**src/rtl/line_pkg.sv**
```systemverilog
// line_pkg: shared widths, default parameters and the state encoding
// for the line point generator and the regression block that feeds it.
`default_nettype none

package line_pkg;

    localparam int DEF_FRAC_BITS = 10;
    localparam int DEF_Y_MAX     = 767;
    localparam int X_W           = 11;
    localparam int Y_W           = 10;
    localparam int ACC_W         = 40;
    localparam int A_W           = 18;
    localparam int B_W           = 25;

    typedef enum logic [1:0] {
        ST_IDLE = 2'd0,
        ST_LOAD = 2'd1,
        ST_RUN  = 2'd2,
        ST_DONE = 2'd3
    } state_t;

endpackage

`default_nettype wire

```
**src/rtl/line_point_gen.sv**
```systemverilog
// line_point_gen: walks x from x_start to x_end and streams y = a + b*x
// (b fixed point), floored and clamped to the drawable rows, with valid/ready.
`default_nettype none

module line_point_gen
    import line_pkg::*;
#(
    parameter int FRAC_BITS = DEF_FRAC_BITS,
    parameter int Y_MAX     = DEF_Y_MAX
) (
    input  logic                  clk_in,
    input  logic                  rst_in,
    input  logic signed [A_W-1:0] a_in,
    input  logic signed [B_W-1:0] b_in,
    input  logic        [X_W-1:0] x_start_in,
    input  logic        [X_W-1:0] x_end_in,
    input  logic                  valid_in,
    output logic                  ready_out,
    output logic        [X_W-1:0] x_out,
    output logic        [Y_W-1:0] y_out,
    output logic                  in_range_out,
    output logic                  valid_out,
    input  logic                  ready_in,
    output logic                  done_out
);

    localparam logic signed [ACC_W-1:0] Y_MAX_ACC = ACC_W'(Y_MAX);
    localparam logic        [Y_W-1:0]   Y_MAX_Y   = Y_W'(Y_MAX);

    state_t                   state, next_state;
    logic signed [A_W-1:0]    a_q;
    logic signed [B_W-1:0]    b_q;
    logic        [X_W-1:0]    xs_q, xe_q;
    logic signed [ACC_W-1:0]  acc;

    logic                     advance, last;
    logic signed [ACC_W-1:0]  a_ext, b_ext, xs_ext, acc_start;
    logic signed [ACC_W-1:0]  acc_nxt, raw_y;
    logic        [X_W-1:0]    x_nxt;
    logic        [Y_W-1:0]    y_nxt;
    logic                     inr_nxt, upd;

    assign advance   = (state == ST_RUN) && valid_out && ready_in;
    assign last      = (x_out == xe_q);
    assign a_ext     = {{(ACC_W-A_W){a_q[A_W-1]}}, a_q};
    assign b_ext     = {{(ACC_W-B_W){b_q[B_W-1]}}, b_q};
    assign xs_ext    = {{(ACC_W-X_W){1'b0}}, xs_q};
    assign acc_start = (a_ext <<< FRAC_BITS) + b_ext * xs_ext;

    always_ff @(posedge clk_in or negedge rst_in) begin
        if (!rst_in) state <= ST_IDLE;
        else         state <= next_state;
    end

    always_comb begin
        next_state = state;
        case (state)
            ST_IDLE: if (valid_in) next_state = (x_start_in > x_end_in) ? ST_DONE : ST_LOAD;
            ST_LOAD: next_state = ST_RUN;
            ST_RUN:  if (advance && last) next_state = ST_DONE;
            ST_DONE: next_state = ST_IDLE;
            default: next_state = ST_IDLE;
        endcase
    end

    // The point register is loaded with the value it will present next, so
    // the clamp sits in front of the output flops rather than behind them.
    always_comb begin
        acc_nxt = acc;
        x_nxt   = x_out;
        upd     = 1'b0;
        if (state == ST_LOAD) begin
            acc_nxt = acc_start;
            x_nxt   = xs_q;
            upd     = 1'b1;
        end else if (advance && !last) begin
            acc_nxt = acc + b_ext;
            x_nxt   = x_out + X_W'(1);
            upd     = 1'b1;
        end
        raw_y   = acc_nxt >>> FRAC_BITS;
        y_nxt   = raw_y[Y_W-1:0];
        inr_nxt = 1'b1;
        if (raw_y[ACC_W-1]) begin
            y_nxt   = '0;
            inr_nxt = 1'b0;
        end else if (raw_y > Y_MAX_ACC) begin
            y_nxt   = Y_MAX_Y;
            inr_nxt = 1'b0;
        end
    end

    always_ff @(posedge clk_in or negedge rst_in) begin
        if (!rst_in) begin
            a_q          <= '0;
            b_q          <= '0;
            xs_q         <= '0;
            xe_q         <= '0;
            acc          <= '0;
            x_out        <= '0;
            y_out        <= '0;
            in_range_out <= 1'b0;
            valid_out    <= 1'b0;
            done_out     <= 1'b0;
            ready_out    <= 1'b1;
        end else begin
            ready_out <= (next_state == ST_IDLE);
            // Registered from the DONE state, so the pulse trails it by a cycle.
            done_out  <= (state == ST_DONE);
            if (state == ST_IDLE && valid_in) begin
                a_q  <= a_in;
                b_q  <= b_in;
                xs_q <= x_start_in;
                xe_q <= x_end_in;
            end
            if (upd) begin
                acc          <= acc_nxt;
                x_out        <= x_nxt;
                y_out        <= y_nxt;
                in_range_out <= inr_nxt;
            end
            if (state == ST_LOAD)     valid_out <= 1'b1;
            else if (advance && last) valid_out <= 1'b0;
        end
    end

endmodule

`default_nettype wire

```
**config.mk**
```make
export PLATFORM = sky130hd
export DESIGN_NAME = line_point_gen
export DESIGN_NICKNAME = d
export VERILOG_FILES = /design/src/rtl/line_pkg.sv /design/src/rtl/line_point_gen.sv
export SDC_FILE = /design/constraint.sdc
export NUM_CORES = 1
export LEC_CHECK = 0
export ABC_AREA = 1
export BUFFER_PORTS_ARGS = -buffer_cell sky130_fd_sc_hd__buf_2
export CAP_MARGIN = 20
export CORE_UTILIZATION = 65
export CTS_CLUSTER_DIAMETER = 100
export DETAILED_ROUTE_END_ITERATION = 10
export GPL_TIMING_DRIVEN = 0
export PLACE_DENSITY = 0.86
export SETUP_SLACK_MARGIN = 0.2
export SYNTH_ARGS = -nofsm -noshare
export SYNTH_HDL_FRONTEND = slang
export SYNTH_SLANG_ARGS = --single-unit
```
**constraint.sdc**
```tcl
create_clock -name clk_in -period 7.6 [get_ports clk_in]
set_input_delay 1.9 -clock clk_in [delete_from_list [all_inputs] [get_ports clk_in]]
set_output_delay 1.9 -clock clk_in [all_outputs]
set_load 0.03 [all_outputs]
```
* After elaboration in Yosys (flattened, before gate mapping) *
Index checks and enable logic that the tools add are counted.

word-level totals
  flip-flop bits (word level) = 132
  input bits = 69
  word-level logic and storage cells = 50

operators by class
  reductions and logical operators = 11
  $mul = 1
  $lt $le $gt $ge = 2
  add/sub/neg operators = 3
  mux-type cells = 16
  equal/unequal tests = 4

operators by type and width
  kind                   count
  $mux 40                2
  $add 40x25->40         1
  $add 28x37->38         1
  $mul 25x12->37         1
  $gt 30x11->1 const B   1
  $mux 11                2
  $mux 10                2
  $add 11x1->11 const B  1
  $eq 11x11->1           1
  $gt 11x11->1           1
  $pmux 2 s4             1
  $mux 1                 6
  $mux 2                 3
  $logic_and 1x1->1      5
  $eq 2x2->1 const B     2
  $logic_not 2->1        2
  $reduce_bool 2->1      2
  $eq 2x1->1 const B     1
  $reduce_and 2->1       1
  $logic_not 1->1        1

* Logic depth before layout (Yosys ltp) *
Gate-level depths: netlist of the first run.

  depth in word-level cells = 9
  mapped depth = 33

* Least setup slack after synthesis of the first run *
Ideal clock, no wire load.

  path kind = register to register
  from = register b_q[24]
  to = register y_out[9]
  required time = 7483 ps
  library setup time = 117 ps
  path buffers = 1
  clock period less this slack = 5903 ps
  stages on the path, launching flop included = 23
  data arrival time = 5787 ps
  path slack = 1697 ps
  cells stage by stage = dfrtp_1 clkbuf_1 nand2_1 fa_1 inv_1 fa_1 fa_1 inv_1 fa_1 fa_1 inv_1 ha_1 nand2_1 nor4_1 nand3_1 a21oi_2 nor2_1 nor2_1 nand3_1 nor2_4 nand4_1 nand2_1 nand2_1

between the ends
  word-level cells in the longest chain between the ends = 6

ends and longest elaborated chain
  item                                              line                                        RTL
  start, declared                                   line_point_gen.sv:32                        logic signed [B_W-1:0] b_q;
  start signal, assigned                            line_point_gen.sv:112                       b_q <= b_in;
  $mul 25x12->37 or $add 40x25->40 (tied branches)  line_point_gen.sv:48, line_point_gen.sv:77
  $add 28x37->38 or $mux 40 (tied branches)         line_point_gen.sv:48, line_point_gen.sv:76
  $mux 40 *                                         line_point_gen.sv:72                        if (state == ST_LOAD) begin
  $gt 30x11->1                                      line_point_gen.sv:87                        end else if (raw_y > Y_MAX_ACC) begin
  $mux 10                                           line_point_gen.sv:87
  $mux 10 *                                         line_point_gen.sv:84                        if (raw_y[ACC_W-1]) begin
  end signal, assigned                              line_point_gen.sv:119                       y_out <= y_nxt;
  end, declared                                     line_point_gen.sv:20                        output logic [Y_W-1:0] y_out,

Every way passes the cells marked *; elsewhere a longest branch is shown, timed or not. The select of a mux whose other input is x is not followed.
A chain may end at the register's enable or synchronous reset.

* Worst setup path in the final report of the first run *
  from = register xs_q[1]
  to = register y_out[3]

between the ends
  word-level cells in the longest chain between the ends = 6

ends and longest elaborated chain
  item                    line                   RTL
  start, declared         line_point_gen.sv:33   logic [X_W-1:0] xs_q, xe_q;
  start signal, assigned  line_point_gen.sv:113  xs_q <= x_start_in;
  $mul 25x12->37 *        line_point_gen.sv:48   assign acc_start = (a_ext <<< FRAC_BITS) + b_ext * xs_ext;
  $add 28x37->38 *        line_point_gen.sv:48
  $mux 40 *               line_point_gen.sv:72
  $gt 30x11->1            line_point_gen.sv:87
  $mux 10                 line_point_gen.sv:87
  $mux 10 *               line_point_gen.sv:84

Every way passes the cells marked *; elsewhere a longest branch is shown, timed or not.

==> out/results.ini, run 1 <==
[route]
routed-via-count = 18900
drt-total-wl_um = 64200
drt_pass1_iterations = 9
drtIter0Drc = 1950
drc = 0
drt-vias-per-instance = 5.68
wl_per_cell_um = 19.3
ant_nets = 0

[logic_synthesis]
synth_top_area_share_pct = 26.2
ys_seq_elements = 132
yosysTopAreaCell = fa_1
dominantRegCellSynth = dfrtp_1
synthDistinctLibCells = 48
postSynthCellCount = 2808
synth-async-reset-ratio_pct = 100
mappedNetlistArea_um2 = 20200
synth_area_leaders = fa_1 (26%), dfrtp_1 (16%), nand2_1 (15%)
yosysWarningCount = 0
yosysSeqAreaShare_pct = 16.4
avgSynthCellArea_um2 = 7.19
synth-edff-count = 0
mappedNetlistNets = 3283

[finish]
fin_nets = 3396
mostFrequentLayoutCells = nand2_1 (832), inv_1 (705), fa_1 (264)
layout.cells.most_common = nand2_1
area_growth_syn_to_fin_pct = 8.20
post_route_cells_drive_above_1_share_pct = 7.46
antenna_cells = 0
fillers = 2481

[placed_design]
detailedPlacementHpwl_um = 52100
place.port_buffers = 93
pre_cts_ws_ps = 106
gp_congestion = 1.08

[global_route]
grt_start_max_net_pins = 98
global_route.overflow_total = 0
wire_length_of_the_first_global_routing_pass_um = 100000
initial_antenna_violation_count = 1
first_global_vias = 18900
globalRouteTotalUtil_pct = 42.9

[sta]
timing_worst_slew_pin_value_ps = 956
setup_viol = 0
report.final.slew_viol_count = 0
rsz0062_at_grt = false
timing.clock.skew_ps = 13.5
period_minus_slack_ps = 7110
period_share_pct = 93.6
achievable_frequency_mhz = 141
fin_setup_tns_ps = 0
report.final.hold_viol_count = 0
layout_setup_ws_ps = 487
timing.max_slew.rel_slack_pct = 36.3

[clocking]
cts_made_buffers = 17
cts_tree = yes
path_clk_slew_ps = 70
clock-root-buffer = clkbuf_16
cts-htree-levels = 4
cts.path.max_buffers = 2
clkSinkCount = 132
post_cts_hold_buffer_count = 0
insertion_delay_ps = 470

[floorplanning]
die_h_um = 178
start_util_pct = 66.0
core-area_um2 = 30600
i_o_pin_cnt = 94
die_width_um = 178
std_cell_rows = 64
fp.dieArea_um2 = 31800

[worst_setup_path]
path_buf_inv = 8
cpLargestDelayFamily = adder cells
critical_path_peak_fanout = 10
timing_worst_setup_path_type = reg -> reg
critical-path-top-cell-by-count = nand2_1
critical_path_arrival_ps = 7470
worst_path_largest_cell_delay_ps = 640
critical_path.slowest_cell = clkdlybuf4s15_1
critical_path.endpoint_type = flop
critical_path_required_ps = 7960
worst_setup_path_start_kind = flop

[hold_path]
worst_min_delay_path_category = reg -> reg

[job]
max_cap_violations = 0

[status]
run_status = completed

[per-stage QoR]
step	hold slack [ps]	std cells	instance area, um2	utilization [%]
2_1_floorplan	463	2808	20200	-
3_3_place_gp	465	3297	21200	69.2
3_5_place_dp	461	3298	21200	69.3
4_1_cts	480	3330	21800	71.3
5_1_grt	493	3330	21900	71.4
6_report	478	3330	21900	71.4
[layer usage]
metal | global-route usage (%) | up-vias | routed length (um)
li1 | - | 8561 | -
met1 | 54.0 | 8949 | 24700
met2 | 66.4 | 1122 | 27900
met3 | 9.89 | 279 | 6950
met4 | 28.1 | 2 | 4600
met5 | 0 | - | 9
[cell families (layout without fill, tap and decap cells)]
family	after synthesis	after routing	share of synthesized area [%]
XOR/XNOR	36	36	1.60
buffers and inverters	795	921	14.9
flip-flops	132	132	16.4
adder cells (fa/ha/maj)	406	406	35.0
AO/OA/AOI/OAI	199	199	5.67
multiplexers	33	33	1.84
AND/OR/NAND/NOR	1207	1207	24.6
[worst paths after layout]
kind                                        endpoint            startpoint  slack [ps]  cells past startpoint
worst max register to register  y_out[3]$_DFFE_PN0P_   xs_q[1]$_DFFE_PN0P_         490                     30
worst max-delay path            y_out[3]$_DFFE_PN0P_   xs_q[1]$_DFFE_PN0P_         490                     30
worst min register to register  y_out[0]$_DFFE_PN0P_  y_out[0]$_DFFE_PN0P_         480                      2
worst min-delay path            y_out[0]$_DFFE_PN0P_  y_out[0]$_DFFE_PN0P_         480                      2
min in group asynchronous        b_q[24]$_DFFE_PN0P_                rst_in        1340                      1
max in group asynchronous         b_q[7]$_DFFE_PN0P_                rst_in        5430                      2
[cells in the mapped netlist, types with 6 or more instances]
cell type,instances
fa_1,264
a21oi_1,103
ha_1,142
nand3b_1,14
o21bai_1,11
mux2_2,33
nor2_1,168
nand4_1,26
o21ai_0,40
nand3_2,6
xnor2_1,22
clkbuf_1,73
nor3_1,12
inv_1,705
dfrtp_1,131
nor2_2,7
xor2_1,13
nand2_1,832
o211ai_1,9
nand3_1,115
[worst reg2reg max path, delay by kind of cell, from the launching register on]
family                   cells  cell delay, ps
AND/OR/NAND/NOR             15            1960
AO/OA/AOI/OAI                1             270
adder cells (fa/ha/maj)      6            2940
flip-flops                   1             360
buffers and inverters        8            1490
[layout make-up]
type | count | area [um2] | share of cell area (%)
multi-input cells | 1881 | 13900 | 63.5
flip-flops and latches | 132 | 3310 | 15.1
inverters | 709 | 2660 | 12.2
repair buffers | 94 | 499 | 2.28
well taps | 396 | 495 | 2.27
clock buffers | 17 | 425 | 1.95
plain buffers | 86 | 380 | 1.74
clock inverters | 15 | 204 | 0.933
[sequential cells by signal (all words and copies together), names as in the netlist]
name / count
valid_out: 1
a_q: 18
b_q: 25
y_out: 10
xs_q: 11
done_out: 1
in_range_out: 1
x_out: 11
xe_q: 11
ready_out: 1
state: 2
acc: 40
[repair_timing]
action / 4_1_cts / 5_1_grt
gates cloned: 0 / 0
gates resized for setup: 2 / 43
pin swaps: 0 / 0
endpoints found under the setup margin: 11 / 11
buffers inserted: 0 / 0
Power of run 1 is left out: the tool's default activity adds up to more than one toggle a clock period on the data nets, which glitch-free logic cannot reach.
==> run 2: changes to the inputs <==
CORE_UTILIZATION = 59   (was 65)
PLACE_DENSITY = 0.82   (was 0.86)
RECOVER_POWER = 100   (was not set)
clock period = 6.4 ns   (was 7.6 ns; I/O delays follow)
==> run 2 against run 1 <==
Compared with the run above: setup slack got worse by 210 ps; critical path type unchanged; clock-buffer cell count increased by 2; worst hold slack improved by 16 ps; final area increased by 4.3%; the flow now finishes with violations (design-rule violations, max-capacitance violations, max-slew violations); register-to-register slack got worse by 210 ps; critical path depth decreased by 2; utilization decreased by 3.7 points; maximum frequency increased by 16%; global-route usage decreased by 3.4 points; non-clock buffer count increased by 20; routed wire length increased by 4.7%; die area increased by 10%.
==> out/results.ini, run 2 (synthesized netlist as in run 1, its figures left out) <==
[status]
run_status = finished with violations  ; was completed
violations = design-rule violations, max-capacitance violations, max-slew violations

[finish]
multi_input_logic_area_um2 = 14300  ; was 13,900 um2
register_area_um2 = 3330  ; was 3310 um2
top_register = acc  ; unchanged
mostFrequentLayoutCells = nand2_1 (812), inv_1 (698), fa_1 (261)  ; was nand2_1 (832), inv_1 (705), fa_1 (264)
area_growth_syn_to_fin_pct = 12.8  ; was 8.20%
fin_nets = 3419  ; was 3,396
antenna_cells = 0  ; unchanged
finalCoreUtilization_pct = 67.8  ; was 71.4%
post_route_cells_drive_above_1_share_pct = 12.0  ; was 7.46%
flip_flop_count_of_the_largest_register_all_copies_and_words_added = 40  ; unchanged
fillers = 2807  ; was 2,481
layout_top_registers = acc x40, b_q x25, a_q x18  ; unchanged
layout.cell_area.non_filler_um2 = 22800  ; was 21,900 um2
layout.cells.most_common = nand2_1  ; unchanged

[worst_setup_path]
cpLargestDelayFamily = adder cells  ; unchanged
critical_path.endpoint_type = flop  ; unchanged
critical_path_required_ps = 6780  ; was 7960 ps
worst_setup_path_start_kind = flop  ; unchanged
critical_path.slowest_cell = fa_1  ; was clkdlybuf4s15_1
worst_path_largest_cell_delay_ps = 530  ; was 640 ps
r2r_setup_slack_ps = 280  ; was 490 ps
timing.critical_path.from = xs_q[1]$_DFFE_PN0P_  ; unchanged
critical_path_arrival_ps = 6500  ; was 7470 ps
path_buf_inv = 7  ; was 8
critical_path_peak_fanout = 10  ; unchanged
timing.rr.start = xs_q[1]$_DFFE_PN0P_  ; unchanged
timing_worst_setup_path_type = reg -> reg  ; unchanged
rr_endpoint = in_range_out$_DFFE_PN0P_  ; was y_out[3]$_DFFE_PN0P_
timing.reg2reg.worst_path_depth = 28  ; was 30

[placed_design]
gp_congestion = 0.998  ; was 1.08
detailedPlacementHpwl_um = 53100  ; was 52,100 um
postPlaceCellArea_um2 = 21300  ; was 21,200 um2
pre_cts_ws_ps = -1060  ; was 106 ps
place.port_buffers = 93  ; unchanged

[global_route]
global_route.overflow_total = 0  ; unchanged
grt_use_met3_pct = 10.3  ; was 9.89%
first_global_vias = 19000  ; was 18,900
wire_length_of_the_first_global_routing_pass_um = 104000  ; was 100,000 um
initial_antenna_violation_count = 0  ; was 1
use_met1_pct = 51.4  ; was 54.0%
grt_start_max_net_pins = 98  ; unchanged
grt.met2_usage_pct = 60.1  ; was 66.4%
grt_most_used_layer = met2  ; unchanged
globalRouteTotalUtil_pct = 39.5  ; was 42.9%

[floorplanning]
start_util_pct = 60.1  ; was 66.0%
i_o_pin_cnt = 94  ; unchanged
die_width_um = 187  ; was 178 um
fp.dieArea_um2 = 35000  ; was 31,800 um2
die_h_um = 187  ; was 178 um
core-area_um2 = 33600  ; was 30,600 um2
std_cell_rows = 67  ; was 64

[route]
drt-vias-per-instance = 5.60  ; was 5.68
routed-via-count = 19100  ; was 18,900
drc = 1  ; was 0
drtIter0Drc = 2136  ; was 1,950
ant_nets = 0  ; unchanged
drt-total-wl_um = 67200  ; was 64,200 um
drt_pass1_iterations = 9  ; unchanged
wl_per_cell_um = 19.7  ; was 19.3 um

[hold_path]
worst_min_delay_path_category = reg -> reg  ; unchanged
hold-path-endpoint = y_out[3]$_DFFE_PN0P_  ; was y_out[0]$_DFFE_PN0P_
timing.hold.worst.start = y_out[3]$_DFFE_PN0P_  ; was y_out[0]$_DFFE_PN0P_
worstHoldPathCells = 2  ; unchanged

[sta]
rsz0062_at_grt = false  ; unchanged
report.final.slew_viol_count = 135  ; was 0
timing.clock.skew_ps = 18.5  ; was 13.5 ps
timing.max_slew.rel_slack_pct = -64.5  ; was 36.3%
achievable_frequency_mhz = 163  ; was 141 MHz
layout_setup_ws_ps = 276  ; was 487 ps
period_share_pct = 95.7  ; was 93.6%
fin_setup_tns_ps = 0  ; unchanged
report.final.hold_viol_count = 0  ; unchanged
timing_worst_slew_pin_value_ps = 2470  ; was 956 ps
setup_viol = 0  ; unchanged
period_minus_slack_ps = 6120  ; was 7110 ps

[clocking]
cts_made_buffers = 17  ; unchanged
clkSinkCount = 132  ; unchanged
cts.path.max_buffers = 2  ; unchanged
insertion_delay_ps = 470  ; about the same
clock-root-buffer = clkbuf_16  ; unchanged
cts_tree = yes  ; unchanged
path_clk_slew_ps = 70  ; about the same
cts-htree-levels = 4  ; unchanged

[job]
max_cap_violations = 2  ; was 0

run 2: tightest hold or removal path: stages (launching register included):
cell and delay, ps:
dfrtp_1 350, nand2_1 50, nand2_1 60
run 2: what timing repair did:
action	in CTS	in global routing
setup buffers	3	17
setup endpoints to repair	41	11
hold buffers	0	0
resized for setup	147	173
pin swaps	5	25
cloned	3	0
run 2: per-stage QoR:
step	hold slack (ps)	std cells
3_5_place_dp	464	3350
6_report	495	3405
5_1_grt	512	3405
3_3_place_gp	464	3349
2_1_floorplan	463	2808
4_1_cts	489	3388
run 2: worst max path at each step:
stage,end,slack [ps],depth (start not counted)
floorplan,y_out[9]$_DFFE_PN0P_,500,22
global placement,y_out[3]$_DFFE_PN0P_,-890,25
detailed placement,y_out[3]$_DFFE_PN0P_,-1060,25
CTS,y_out[3]$_DFFE_PN0P_,200,31
global route,in_range_out$_DFFE_PN0P_,100,31
finish,in_range_out$_DFFE_PN0P_,280,28
run 2: final cells by class:
| cell class | count | share of cell area [%] |
|---|---|---|
| Buffer | 86 | 3.26 |
| Clock buffer | 19 | 1.94 |
| Clock inverter | 13 | 0.610 |
| Inverter | 709 | 11.7 |
| Multi-Input combinational cell | 1884 | 62.8 |
| Sequential cell | 132 | 14.6 |
| Tap cell | 448 | 2.46 |
| Timing Repair Buffer | 114 | 2.58 |
run 2: routing by layer:
metal / vias to the layer above / routed length [um]
met4: 0 / 4220
met3: 274 / 7260
li1: 8614 / -
met5: - / 0
met2: 1075 / 29300
met1: 9102 / 26300
Power of run 2 is left out for the same reason.
